File: src/rtl/decoder_nx_reg_if.sv
// decoder_nx_reg_if: request/response bundle for decoder_nx_reg.
// The master drives requests and clear; the slave returns ready and the decode.
interface decoder_nx_reg_if #(
    parameter int SEL_W = 2,
    parameter int OUT_N = 4
);
    logic             en;
    logic [SEL_W-1:0] sel;
    logic             mode;
    logic             in_valid;
    logic             in_ready;
    logic             clr;
    logic [OUT_N-1:0] dout;
    logic             out_valid;
    logic             err;

    modport master (
        output en, sel, mode, in_valid, clr,
        input  in_ready, dout, out_valid, err
    );

    modport slave (
        input  en, sel, mode, in_valid, clr,
        output in_ready, dout, out_valid, err
    );
endinterface

File: src/rtl/decoder_nx_reg.sv
// decoder_nx_reg: registered N-way line decoder with latch or
// stretched-pulse outputs and a sticky out-of-range error.
module decoder_nx_reg #(
    parameter int SEL_W   = 2,
    parameter int OUT_N   = 4,
    parameter int STRETCH = 1
) (
    input  logic            clk,
    input  logic            rst_n,
    decoder_nx_reg_if.slave bus
);
    typedef enum logic {IDLE, STRETCHING} state_t;

    state_t           state, state_nx;
    logic [7:0]       cnt, cnt_nx;
    logic [OUT_N-1:0] dout_q, dout_nx, dec;
    logic             ov_q, ov_nx;
    logic             err_q, err_nx;
    logic             busy, accept, in_rng;

    if (OUT_N < 2 || OUT_N > 2**SEL_W) begin : g_bad_out_n
        $error("decoder_nx_reg: OUT_N out of range");
    end
    if (STRETCH < 1 || STRETCH > 255) begin : g_bad_stretch
        $error("decoder_nx_reg: STRETCH out of range");
    end

    assign busy         = (state == STRETCHING);
    assign bus.in_ready = ~bus.clr & ~busy;
    assign accept       = bus.in_valid & bus.in_ready;
    assign in_rng       = 32'(bus.sel) < OUT_N;

    always_comb begin
        dec = '0;
        for (int i = 0; i < OUT_N; i++) begin
            dec[i] = (32'(bus.sel) == i);
        end
    end

    // clr, accept and a running stretch are mutually exclusive here
    always_comb begin
        state_nx = state;
        cnt_nx   = cnt;
        dout_nx  = dout_q;
        ov_nx    = 1'b0;
        err_nx   = err_q;
        unique case (1'b1)
            bus.clr: begin
                state_nx = IDLE;
                cnt_nx   = '0;
                dout_nx  = '0;
                err_nx   = 1'b0;
            end
            accept: begin
                ov_nx   = 1'b1;
                dout_nx = bus.en ? dec : '0;
                if (bus.en && !in_rng) begin
                    err_nx = 1'b1;
                end
                if (!bus.mode) begin
                    state_nx = STRETCHING;
                    cnt_nx   = 8'(STRETCH);
                end
            end
            busy && !bus.clr: begin
                cnt_nx = cnt - 8'd1;
                if (cnt == 8'd1) begin
                    state_nx = IDLE;
                    dout_nx  = '0;
                end
            end
            default: ;
        endcase
    end

    always_ff @(posedge clk) begin
        if (!rst_n) begin
            state  <= IDLE;
            cnt    <= '0;
            dout_q <= '0;
            ov_q   <= 1'b0;
            err_q  <= 1'b0;
        end else begin
            state  <= state_nx;
            cnt    <= cnt_nx;
            dout_q <= dout_nx;
            ov_q   <= ov_nx;
            err_q  <= err_nx;
        end
    end

    assign bus.dout      = dout_q;
    assign bus.out_valid = ov_q;
    assign bus.err       = err_q;
endmodule

File: src/flat_wrapper.sv
// flat-port wrapper written by rule: the top's interface ports become plain ports
module decoder_nx_reg_flat 
#(
    parameter int SEL_W   = 2,
    parameter int OUT_N   = 4,
    parameter int STRETCH = 1
)
  (clk, rst_n, bus_en, bus_sel, bus_mode, bus_in_valid, bus_clr, bus_in_ready, bus_dout, bus_out_valid, bus_err);
  decoder_nx_reg_if #(.SEL_W(SEL_W), .OUT_N(OUT_N)) bus_i ();
  input  logic clk;
  input  logic rst_n;
  input wire logic [$bits(bus_i.en)-1:0] bus_en;
  input wire logic [$bits(bus_i.sel)-1:0] bus_sel;
  input wire logic [$bits(bus_i.mode)-1:0] bus_mode;
  input wire logic [$bits(bus_i.in_valid)-1:0] bus_in_valid;
  input wire logic [$bits(bus_i.clr)-1:0] bus_clr;
  output wire logic [$bits(bus_i.in_ready)-1:0] bus_in_ready;
  output wire logic [$bits(bus_i.dout)-1:0] bus_dout;
  output wire logic [$bits(bus_i.out_valid)-1:0] bus_out_valid;
  output wire logic [$bits(bus_i.err)-1:0] bus_err;
  assign bus_i.en = bus_en;
  assign bus_i.sel = bus_sel;
  assign bus_i.mode = bus_mode;
  assign bus_i.in_valid = bus_in_valid;
  assign bus_i.clr = bus_clr;
  assign bus_in_ready = bus_i.in_ready;
  assign bus_dout = bus_i.dout;
  assign bus_out_valid = bus_i.out_valid;
  assign bus_err = bus_i.err;
  decoder_nx_reg #(.SEL_W(SEL_W), .OUT_N(OUT_N), .STRETCH(STRETCH)) u_core (.clk(clk), .rst_n(rst_n), .bus(bus_i));
endmodule
File: config.mk
export PLATFORM = sky130hd
export DESIGN_NAME = decoder_nx_reg_flat
export DESIGN_NICKNAME = d
export VERILOG_FILES = /design/src/rtl/decoder_nx_reg_if.sv /design/src/rtl/decoder_nx_reg.sv /design/src/flat_wrapper.sv
export SDC_FILE = /design/constraint.sdc
export NUM_CORES = 1
export LEC_CHECK = 0
export CAP_MARGIN = 20
export CELL_PAD_IN_SITES_DETAIL_PLACEMENT = 1
export CELL_PAD_IN_SITES_GLOBAL_PLACEMENT = 1
export CORE_MARGIN = 1.5
export CORE_UTILIZATION = 32
export CTS_BUF_LIST = sky130_fd_sc_hd__clkbuf_8 sky130_fd_sc_hd__clkbuf_16
export CTS_CLUSTER_DIAMETER = 120
export DETAILED_ROUTE_END_ITERATION = 16
export PLACE_DENSITY = 0.79
export SLEW_MARGIN = 30
export SYNTH_ARGS = -nofsm -noshare
export SYNTH_HDL_FRONTEND = slang
export SYNTH_SLANG_ARGS = --single-unit
File: constraint.sdc
create_clock -name clk -period 1.4 [get_ports clk]
set_input_delay 0.14 -clock clk [delete_from_list [all_inputs] [get_ports clk]]
set_output_delay 0.14 -clock clk [all_outputs]
set_load 0.1 [all_outputs]
==> results.md <==
- Outcome: complete, but fails checks
- Failing checks: negative setup slack
- Hold buffers post-CTS: 0
- Maximum VDD drop: 0.000611 V
- Min-delay worst type: reg2reg
- # diodes: 0
- Core ar.: 1940 um^2
- Initial core utilization: 0.338
- Static leakage: 0.418 nW
- Worst slack at placement: -0.208 ns
- Bufs and invs on worst path: 0
- Crit path capture type: flop
- WP data arrival: 1.65 ns
- First-pass GRT wire length: 2980 um
- WL final: 2020 um
- Die height: 48.3 um
- Max cap viols: 0
- Total GRT Usage: 0.196
- Row cnt: 16
- CP Max Fanout: 4
- Tcrit/Tclk final: 1.08
- Fmax: 662 MHz
- Fin. Hold Viols: 0
- Worst-path clk slew: 0.06 ns
- Vias per cell: 5.16
- Crit-path cells: or4_4, nor4_4, nor2_2, a32o_1
- Antenna-violating nets left: 0
- Die width: 48.3 um
- Root buf cell: clkbuf_8
- Internal: 0.810 mW
- Share of layout cells above drive strength 1: 0.379
- Critical path class: reg2reg
- Post-synth ARST share: 0
- Fin nets: 106
- Hold Path Origin: u_core.bus.dout[1]
- Top FF cell, synth: dfxtp_1
- Post-Synthesis Cells: 68
- Final setup viols: 4
- Worst reg2reg startpoint: u_core.cnt[4]
- CTS tree: yes
- Synth Cell Area: 656 um^2
- Net Sw Power: 0.331 mW
- # IOs: 15
- 1st-iter DRT viols: 3
- Post-DP HPWL: 1320 um
- Clock skew: 0.00415 ns
- Routed len/inst: 16.5 um
- Clock share of power: 0.357
- CP required: 1.54 ns
- Routability Congestion: 0.744
- Overflow left after global routing: 0
- Yosys cell types: 28
- Synthesized flop and latch total: 14
- CP peak stage delay: 0.56 ns
- Vias: 630
- CTS Buffer Depth: 2
- Die Area: 2330 um^2
- Post-synth EDFFs: 0
- Average size of a mapped cell: 9.64 um^2
- Drt first pass iters: 4
- Final min period: 1.51 ns
- Drc violations: 0
- Slew Viols, Final: 0
- Commonest cells after routing, fill and taps aside: buf_4, dfxtp_1, nor2_1, clkdlybuf4s50_1, buf_12
- Combinational power share: 0.260
- Worst path top cell family by delay: simple AND/OR/NAND/NOR gates
- Crit path max-delay cell type: or4_4
- Commonest non-fill, non-tap cell in the layout: buf_4
- Net Count, Synth: 78
- Layout area overhead: 61.6%
- Setup WS post-layout: -0.110 ns
- Pwr Total: 1.14 mW
- Worst Setup SP: u_core.cnt[4]
- Seq/Total Area, Yosys: 0.427
- TritonCTS buffer count: 3
- Vias in the first global route: 648
- Sequential power share: 0.382
- P per Cell Area: 1080 nW/um^2
- Worst-skew pair later-pin latency: 0.25 ns
- Largest net degree at the start of global routing: 9
- Number of buffers added on ports: 13
- # H-tree levels: 1
- Sw frac: 0.290
- CP Launch Type: flop
- RSZ-0062 raised after global routing: true
- Sink Count: 14
- Ys Warns: 0
- Initial antenna violation count: 0
power groups by stage:
stage	clock network (mW)	logic (mW)	registers [mW]
CTS	0.410	0.282	0.435
floorplan	0	0.147	0.461
detailed placement	0	0.264	0.443
global route	0.428	0.319	0.437
global placement	0	0.256	0.442
finish	0.407	0.297	0.436
cell usage after synthesis, types with 2 or more instances:
master,n,area [um^2]
nand2_1,3,11.3
dfxtp_1,14,280
inv_1,4,15.0
or3_1,2,12.5
a211oi_1,3,22.5
ha_1,2,25.0
nor2_1,8,30.0
o2bb2ai_1,2,17.5
nor2b_1,2,12.5
xnor2_1,5,43.8
and2_1,2,12.5
a32o_1,2,20.0
nand2b_1,4,25.0
metrics by stage:
stage	util	area, um^2	setup TNS (ns)	hold slack, ns	cells
2_1_floorplan	-	664	-0.276	0.238	68
3_3_place_gp	0.488	948	-0.698	0.498	116
3_5_place_dp	0.488	948	-1.14	0.503	116
4_1_cts	0.530	1030	-0.354	0.508	121
5_1_grt	0.546	1060	-0.629	0.520	122
6_report	0.546	1060	-0.247	0.506	122
worst paths after layout:
check / to / slack [ns] / depth (start not counted)
setup reg to reg: u_core.bus.dout[2] / -0.11 / 4
hold / removal: u_core.bus.dout[1] / 0.51 / 1
setup / recovery: u_core.bus.dout[2] / -0.11 / 4
hold reg to reg: u_core.bus.dout[1] / 0.51 / 1
routing by layer:
metal,vias to the layer above,wire [um],track usage
met2,18,1040,0.324
met5,-,0,0
met3,11,72,0.0370
li1,289,-,-
met4,0,89,0.135
met1,312,816,0.227
flip-flops by register name, summed over array words and instances (netlist names):
signal / count
u_core.bus.dout: 4
u_core.bus.out_valid: 1
u_core.busy: 1
u_core.cnt: 8
cell type report:
class / instances / area (um^2)
fillers: 213 / 882
flip-flops and latches: 14 / 285
repair buffers: 24 / 273
inverters: 4 / 15.0
well taps: 27 / 33.8
clock buffers: 4 / 55.1
multi-input cells: 49 / 398
kinds of logic after synthesis:
family,after synthesis,synth area share
flip-flops,14,0.427
AND/OR/NAND/NOR,27,0.248
other,1,0.00572
buffers and inverters,5,0.0343
XOR/XNOR,6,0.0802
adder cells (fa/ha/maj),2,0.0382
AO/OA/AOI/OAI,13,0.166
what timing repair did:
action | CTS | global route
setup buffers | 1 | 1
pin swaps | 4 | 5
cloned | 0 | 0
endpoints found under the setup margin | 8 | 9
gates resized for setup | 5 | 5
(Power assumes the default switching activity.)
